--- src/rtl/ysyx_23060111_core_mc.sv ---
// Multi-cycle RV32I-subset core: FETCH -> WAIT -> EXEC per instruction over a
// valid/ready fetch handshake; stops on ebreak, illegal op, bus error or timeout.
module ysyx_23060111_core_mc #(
  parameter logic [31:0] RESET_PC      = 32'h8000_0000,
  parameter int          NR_REGS       = 32,
  parameter int          FETCH_TIMEOUT = 0
) (
  input  logic        clk,
  input  logic        rst,
  output logic        ifu_req_valid,
  output logic [31:0] ifu_req_addr,
  input  logic        ifu_req_ready,
  input  logic        ifu_rsp_valid,
  input  logic [31:0] ifu_rsp_data,
  input  logic        ifu_rsp_err,
  output logic        ifu_rsp_ready,
  output logic [31:0] pc,
  output logic        retire,
  output logic [31:0] retire_pc,
  output logic        halt,
  output logic        inv_flag,
  input  logic [4:0]  dbg_raddr,
  output logic [31:0] dbg_rdata
);

  typedef enum logic [1:0] {S_FETCH, S_WAIT, S_EXEC, S_HALT} state_t;

  state_t      state_q, state_d;
  logic [31:0] pc_q, ir_q, retire_pc_q, wait_cnt_q;
  logic        retire_q, inv_q;
  logic [31:0] gpr_q [32];

  logic [6:0]  opcode, funct7;
  logic [4:0]  rd, rs1, rs2;
  logic [2:0]  funct3;
  logic [31:0] imm_i, imm_u, imm_j, rs1_val, rs2_val, op_b, alu_res;
  logic [31:0] result, jump_tgt, pc_plus4, next_pc;
  logic        legal, is_ebreak, is_jump, use_rd, use_rs1, use_rs2;
  logic        idx_bad, misalign, exec_ok, wr_en, timeout_hit;

  assign opcode   = ir_q[6:0];
  assign rd       = ir_q[11:7];
  assign funct3   = ir_q[14:12];
  assign rs1      = ir_q[19:15];
  assign rs2      = ir_q[24:20];
  assign funct7   = ir_q[31:25];
  assign imm_i    = {{20{ir_q[31]}}, ir_q[31:20]};
  assign imm_u    = {ir_q[31:12], 12'b0};
  assign imm_j    = {{12{ir_q[31]}}, ir_q[19:12], ir_q[20], ir_q[30:21], 1'b0};
  assign rs1_val  = gpr_q[rs1];
  assign rs2_val  = gpr_q[rs2];
  assign pc_plus4 = pc_q + 32'd4;
  // opcode bit 5 separates register-register ops from op-imm
  assign op_b     = opcode[5] ? rs2_val : imm_i;

  always_comb begin
    alu_res = '0;
    case (funct3)
      3'b000:  alu_res = (opcode[5] && ir_q[30]) ? rs1_val - op_b : rs1_val + op_b;
      3'b001:  alu_res = rs1_val << op_b[4:0];
      3'b010:  alu_res = {31'b0, $signed(rs1_val) < $signed(op_b)};
      3'b011:  alu_res = {31'b0, rs1_val < op_b};
      3'b100:  alu_res = rs1_val ^ op_b;
      3'b101:  alu_res = ir_q[30] ? 32'($signed(rs1_val) >>> op_b[4:0]) : rs1_val >> op_b[4:0];
      3'b110:  alu_res = rs1_val | op_b;
      default: alu_res = rs1_val & op_b;
    endcase
  end

  always_comb begin
    legal     = 1'b0;
    is_ebreak = 1'b0;
    is_jump   = 1'b0;
    use_rd    = 1'b0;
    use_rs1   = 1'b0;
    use_rs2   = 1'b0;
    result    = '0;
    jump_tgt  = '0;
    case (opcode)
      7'b0110111: begin legal = 1'b1; use_rd = 1'b1; result = imm_u; end
      7'b0010111: begin legal = 1'b1; use_rd = 1'b1; result = pc_q + imm_u; end
      7'b1101111: begin
        legal = 1'b1; use_rd = 1'b1; is_jump = 1'b1;
        result = pc_plus4; jump_tgt = pc_q + imm_j;
      end
      7'b1100111: begin
        legal = (funct3 == 3'b000); use_rd = 1'b1; use_rs1 = 1'b1; is_jump = 1'b1;
        result = pc_plus4; jump_tgt = (rs1_val + imm_i) & ~32'd1;
      end
      7'b0010011: begin
        use_rd = 1'b1; use_rs1 = 1'b1; result = alu_res;
        if (funct3 == 3'b001)      legal = (funct7 == 7'h00);
        else if (funct3 == 3'b101) legal = (funct7 == 7'h00) || (funct7 == 7'h20);
        else                       legal = 1'b1;
      end
      7'b0110011: begin
        use_rd = 1'b1; use_rs1 = 1'b1; use_rs2 = 1'b1; result = alu_res;
        legal = (funct7 == 7'h00) ||
                ((funct7 == 7'h20) && ((funct3 == 3'b000) || (funct3 == 3'b101)));
      end
      7'b1110011: begin legal = (ir_q == 32'h0010_0073); is_ebreak = legal; end
      default: ;
    endcase
  end

  assign idx_bad  = (use_rd  && (int'(rd)  >= NR_REGS)) ||
                    (use_rs1 && (int'(rs1) >= NR_REGS)) ||
                    (use_rs2 && (int'(rs2) >= NR_REGS));
  assign misalign = is_jump && jump_tgt[1];
  assign exec_ok  = legal && !idx_bad && !misalign;
  assign wr_en    = (state_q == S_EXEC) && exec_ok && use_rd && (rd != 5'd0);
  assign next_pc  = is_jump ? jump_tgt : pc_plus4;
  assign timeout_hit = (FETCH_TIMEOUT > 0) && (wait_cnt_q == 32'(FETCH_TIMEOUT - 1));

  always_comb begin
    state_d = state_q;
    case (state_q)
      S_FETCH: if (ifu_req_ready) state_d = S_WAIT;
      S_WAIT: begin
        if (ifu_rsp_valid)    state_d = ifu_rsp_err ? S_HALT : S_EXEC;
        else if (timeout_hit) state_d = S_HALT;
      end
      S_EXEC:  state_d = (exec_ok && !is_ebreak) ? S_FETCH : S_HALT;
      default: state_d = S_HALT;
    endcase
  end

  always_ff @(posedge clk) begin
    if (!rst) state_q <= S_FETCH;
    else      state_q <= state_d;
  end

  always_ff @(posedge clk) begin
    if (!rst) begin
      pc_q        <= RESET_PC;
      ir_q        <= '0;
      wait_cnt_q  <= '0;
      retire_q    <= 1'b0;
      retire_pc_q <= '0;
      inv_q       <= 1'b0;
    end else begin
      retire_q <= 1'b0;
      case (state_q)
        S_FETCH: wait_cnt_q <= '0;
        S_WAIT: begin
          if (ifu_rsp_valid) begin
            if (ifu_rsp_err) inv_q <= 1'b1;
            else             ir_q  <= ifu_rsp_data;
          end else if (timeout_hit) begin
            inv_q <= 1'b1;
          end else begin
            wait_cnt_q <= wait_cnt_q + 32'd1;
          end
        end
        S_EXEC: begin
          if (exec_ok) begin
            retire_q    <= 1'b1;
            retire_pc_q <= pc_q;
            if (!is_ebreak) pc_q <= next_pc;
          end else begin
            inv_q <= 1'b1;
          end
        end
        default: ;
      endcase
    end
  end

  // Entries 0 and >= NR_REGS are never written, so they always read back 0.
  always_ff @(posedge clk) begin
    if (!rst) begin
      for (int i = 0; i < 32; i++) gpr_q[i] <= '0;
    end else if (wr_en) begin
      gpr_q[rd] <= result;
    end
  end

  assign ifu_req_valid = (state_q == S_FETCH);
  assign ifu_req_addr  = pc_q;
  assign ifu_rsp_ready = (state_q == S_WAIT);
  assign pc            = pc_q;
  assign retire        = retire_q;
  assign retire_pc     = retire_pc_q;
  assign halt          = (state_q == S_HALT);
  assign inv_flag      = inv_q;
  assign dbg_rdata     = gpr_q[dbg_raddr];

endmodule

--- config.mk ---
export PLATFORM = sky130hd
export DESIGN_NAME = ysyx_23060111_core_mc
export DESIGN_NICKNAME = d
export VERILOG_FILES = /design/src/rtl/ysyx_23060111_core_mc.sv
export SDC_FILE = /design/constraint.sdc
export NUM_CORES = 2
export LEC_CHECK = 0
export BUFFER_PORTS_ARGS = -buffer_cell sky130_fd_sc_hd__buf_2
export CORE_MARGIN = 2
export CORE_UTILIZATION = 55
export CTS_BUF_LIST = sky130_fd_sc_hd__clkbuf_8 sky130_fd_sc_hd__clkbuf_16
export DETAILED_ROUTE_END_ITERATION = 16
export HOLD_SLACK_MARGIN = 0.06
export PLACE_DENSITY = 0.71
export RECOVER_POWER = 25
export SLEW_MARGIN = 40
export SYNTH_ARGS = -nofsm -noshare
export SYNTH_HDL_FRONTEND = slang
export SYNTH_SLANG_ARGS = --single-unit
--- constraint.sdc ---
create_clock -name clk -period 7.6 [get_ports clk]
set_input_delay 0.38 -clock clk [delete_from_list [all_inputs] [get_ports clk]]
set_output_delay 0.38 -clock clk [all_outputs]
set_load 0.005 [all_outputs]
# == Yosys cells after proc, flatten, opt, wreduce, memory -nomap -nowiden ==
# Memories as Yosys holds them, arrays and structs flattened. A register that Yosys moved wholly into a read port is not among the register bits.
# Cells that the tools add are included.
# totals
output_inout_bits,133
inputBits,42
n_memories,1
ramBits,1024
word_cells,108
register_bits,100
# memory_table
name,words,width,read_ports,rd_clocked_by_memory_dff,wr,line_no,rtl
gpr_q,32,32,3,2,32,31,logic [31:0] gpr_q [32];
# op_classes
bitwise_logic,5
eq_ne,22
addsub,6
reduce_logical,29
n_mux,34
magnitude_cmp,2
shift,3
# op_table
op,n
case mux 32 bit (7 select lines),1
2-to-1 mux 32 bit,5
adder 32 bit,4
case mux 32 bit (4 select lines),1
less-than comparator 32 bit,2
case mux 32 bit (2 select lines),1
"adder 32 x 3 -> 32 bit, second input constant",1
AND 32 bit,1
"equality test 32 x 21 -> 1 bit, second input constant",1
bitwise OR 32 bit,1
OR reduction 32 bit,1
<< shifter 32 x 5 -> 32 bit,1
>> shifter 32 x 5 -> 32 bit,1
>>> shifter 32 x 5 -> 32 bit,1
subtractor 32 bit,1
XOR 32 bit,1
2-to-1 mux 5 bit,5
"equality test 7 x 6 -> 1 bit, second input constant",3
"equality test 7 bit, second input constant",3
2-to-1 mux 1 bit,15
"equality test 7 x 5 -> 1 bit, second input constant",2
"equality test 3 bit, second input constant",3
logical AND 1 bit,8
logical NOT 7 bit,1
other kinds (23),37

# == Depth between registers and ports, before layout ==
# depth
depth_word,14
mapped_depth,27
depth_no_buf,19

# == Worst setup path after synthesis ==
# No wires, ideal clock.
# synth_path
path_type,register to register
from,register with a tool-made name
to,memory gpr_q[6][31] (data pin)
stages_incl_launch_ff,26
period_less_slack_ps,6331
required_ps,7334
n_path_buf,8
t_arrival_ps,6065
setup_time_ps,266
setup_slack_ps,1269
cell_sequence,dfxtp_1 buf_4 buf_4 buf_2 buf_1 clkbuf_1 buf_1 mux4_2 mux4_2 mux2i_1 a21o_1 ha_1 clkbuf_1 inv_1 a21oi_1 or3_1 nand2_1 a21oi_1 nor3_1 o2bb2ai_1 a21oi_1 o211a_1 o211a_1 o31ai_1 buf_2 nor2_1
# synth_rtl
item,line_no
"end, declared",31

==> metrics.txt <==
Worst setup SP type flip-flop; die area 0.148 mm^2; Post-DP HPWL 231 mm; slowest stage delay, CP 0.99 ns; Worst path slowest cell nand2_1; Clock Skew 0.0793 ns; cts bufs inserted 121; CTS tree done; final instance area 0.0880 mm^2; Final Cycle Share 1.00; Syn Area/Cell 11.3 um^2; pre-CTS WS 0.491 ns; CTS H-tree lvls 3; Data arrival, critical path 8.02 ns; Max-slew headroom -1.88; routability-driven placement congestion ratio 1.07; Post-Place Cell Area 0.0838 mm^2; Detail Route Antenna Nets 0; filler cell count 11300; critical path endpoint category flip-flop; Critical Path RT 8.00 ns; Final nets 7255; register area share after synthesis 0.412; cell row count 139; clock transition at the registers of the reported paths 0.06 ns; Syn. warnings 0; outcome finished, violations left; Die Y 385 um; Worst Hold Class in2reg; worst path cell trace clkbuf_4 -> mux4_2 -> mux2i_1 -> mux2i_1 -> mux2_1 -> and2_0 -> fa_1 -> mux2i_1 -> nor2_1 -> or3_1 -> inv_1 -> nand2_1 -> a31oi_1 -> and4_1 -> nand2_1 -> nand2_1 -> buf_12; initial antenna violation count 10; global-route wire length before repair 487 mm; CTS Root Cell clkbuf_16; Post-Route WL 348 mm; share of the synthesized area in the top cell type 0.385; Top FF cell, synth edfxtp_1; Skew-Pair Late Insertion Delay 0.79 ns; clock tree sinks 1132; Overall Global Routing Usage 0.464; peak fanout along the critical path 19; Final Core Density 0.611; Synth cell types 111; number of synthesized flops with an enable pin 1024; Core Area 0.144 mm^2; DRC violations left 0; Setup Viol. Count Final 4; unrepaired setup endpoints after global routing false; Final WS setup -0.0176 ns; io pins 175; failing checks capacitance limit, slew limit, setup timing; largest net degree at the start of global routing 125; IO buf count 171; number of global-route vias before repair 66400; Pleak 29.0 nW; cell count after synthesis 7070; Total Neg Setup Slack -0.0441 ns; Pwr Density 190 mW/mm^2; count leader, synth nor2_1; DRC violation total after the first TritonRoute iteration 12000; WHS 0.393 ns; Setup CP Type reg2reg; Synth async-reset ratio 0; First-pass DRT Iterations 9; share of cells above drive strength 1 0.217; Commonest cells post-synth nor2_1 (1262), edfxtp_1 (1024), mux4_2 (710); vias per std cell 7.61; top post-synthesis cells by area edfxtp_1 (38%), mux4_2 (20%), nor2_1 (5.9%), mux2i_1 (5.7%), dfxtp_1 (2.7%); GR Overflow Total 0; Hold Fails Final Rpt 0; wire per inst 38.5 um; area growth from synthesis to layout 10.0%; cell family with most CP delay simple AND/OR/NAND/NOR gates; Tmin final 7.62 ns; synthesized cell area 0.0799 mm^2; Max VDD drop 205 uV; maxcap violations 17; Initial Util 0.555; FF+latch count, synth 1132; Vias 69000; Slew @ Worst Pin 4.32 ns; CP Buf/Inv Count 3; fmax 0.131 GHz; Pins Over Slew Limit 675; worst-case clock buffer depth 3; Die X 385 um; post-synth top area cell edfxtp_1
[metal layers]
| layer | track usage | part of all wire | up-vias |
|---|---|---|---|
| met4 | 0.337 | 0.093 | 12 |
| met2 | 0.678 | 0.42 | 6834 |
| met5 | 0.00747 | 0.00021 | - |
| met1 | 0.569 | 0.32 | 33400 |
| met3 | 0.169 | 0.16 | 1783 |
| li1 | - | - | 27000 |
[cells in the final DEF (no fill, tap or decap), drive strengths merged, types with 28 or more instances in the layout]
cell	n
nor3	72
nor2	1293
a21oi	426
o22ai	33
xor2	38
buf	372
clkinv	64
nand2	487
nand3	141
a22oi	173
dlygate4sd3	36
a21o	93
nand4	52
o211ai	40
ha	164
dfxtp	108
xnor2	69
or3	28
inv	140
nand2b	42
edfxtp	1024
clkbuf	239
mux2i	460
o21bai	36
a211oi	88
nor2b	36
nor4	33
mux2	65
mux4	721
conb	35
o21ai	161
[cell type report]
type | instances | area, um^2 | area share
antenna | 2 | 5.00 | 0.0000569
clock buffer | 130 | 3170 | 0.0361
inverter | 125 | 474 | 0.00539
multi-input combinational | 5149 | 43700 | 0.497
clock inverter | 102 | 907 | 0.0103
sequential | 1132 | 32900 | 0.375
tap | 1903 | 2380 | 0.0271
timing repair buffer | 517 | 4340 | 0.0493
[through the flow]
step	std cells	power, mW
2_1_floorplan	7104	9.21
3_3_place_gp	8782	10.5
3_5_place_dp	8787	10.5
4_1_cts	9054	16.5
5_1_grt	9058	17.0
6_report	9060	16.7
[worst reg2reg max path: cells and delay by family (launching register included)]
kind,cells,cell delay (ns)
AOI/OAI and AO/OA,1,0.34
adders and majority gates,1,0.46
buffers and inverters,3,1.00
DFF,1,0.69
muxes,5,1.78
and+or+nand+nor,7,2.93
[power breakdown]
part,total (mW),switching [mW],leakage (nW),internal (mW)
Sequential,7.26,0.236,11.0,7.03
Clock,6.13,2.70,2.04,3.43
Combinational,3.34,2.11,15.9,1.23
[flip-flops by register name (all words and copies together) (netlist names), named ones only]
| signal | count |
|---|---|
| gpr_q | 1024 |
| ifu_req_addr | 31 |
| inv_flag | 1 |
| ir_q | 32 |
| retire | 1 |
| retire_pc | 31 |
| state_q | 2 |
[path summary, 6_finish.rpt]
kind                          from  slack (ns)            end  depth (start not counted)
setup / recovery         flip-flop       -0.02  gpr_q[23][12]                         17
hold / removal    ifu_rsp_data[12]        0.39       ir_q[12]                          4
setup reg to reg         flip-flop       -0.02  gpr_q[23][12]                         17
hold reg to reg      retire_pc[15]        0.45  retire_pc[15]                          2
[cells by family (layout without fill, tap and decap cells)]
group,Yosys count,in the layout,synth area share
adder cells (fa/ha/maj),167,167,0.0264
AND/OR/NAND/NOR,2272,2272,0.121
AO/OA/AOI/OAI,1322,1322,0.110
buffers and inverters,823,874,0.0487
other,1,37,0.0000469
XOR/XNOR,107,107,0.0117
flip-flops,1132,1132,0.412
multiplexers,1246,1246,0.270
[what timing repair did]
| action | 4_1_cts | 5_1_grt |
|---|---|---|
| hold endpoints to repair | 43 | 2 |
| buffers inserted | 0 | 2 |
| hold buffers | 35 | 1 |
| setup endpoints to repair | 0 | 1 |
| gates resized for setup | 0 | 0 |
Power figures use the tool's default switching activity.
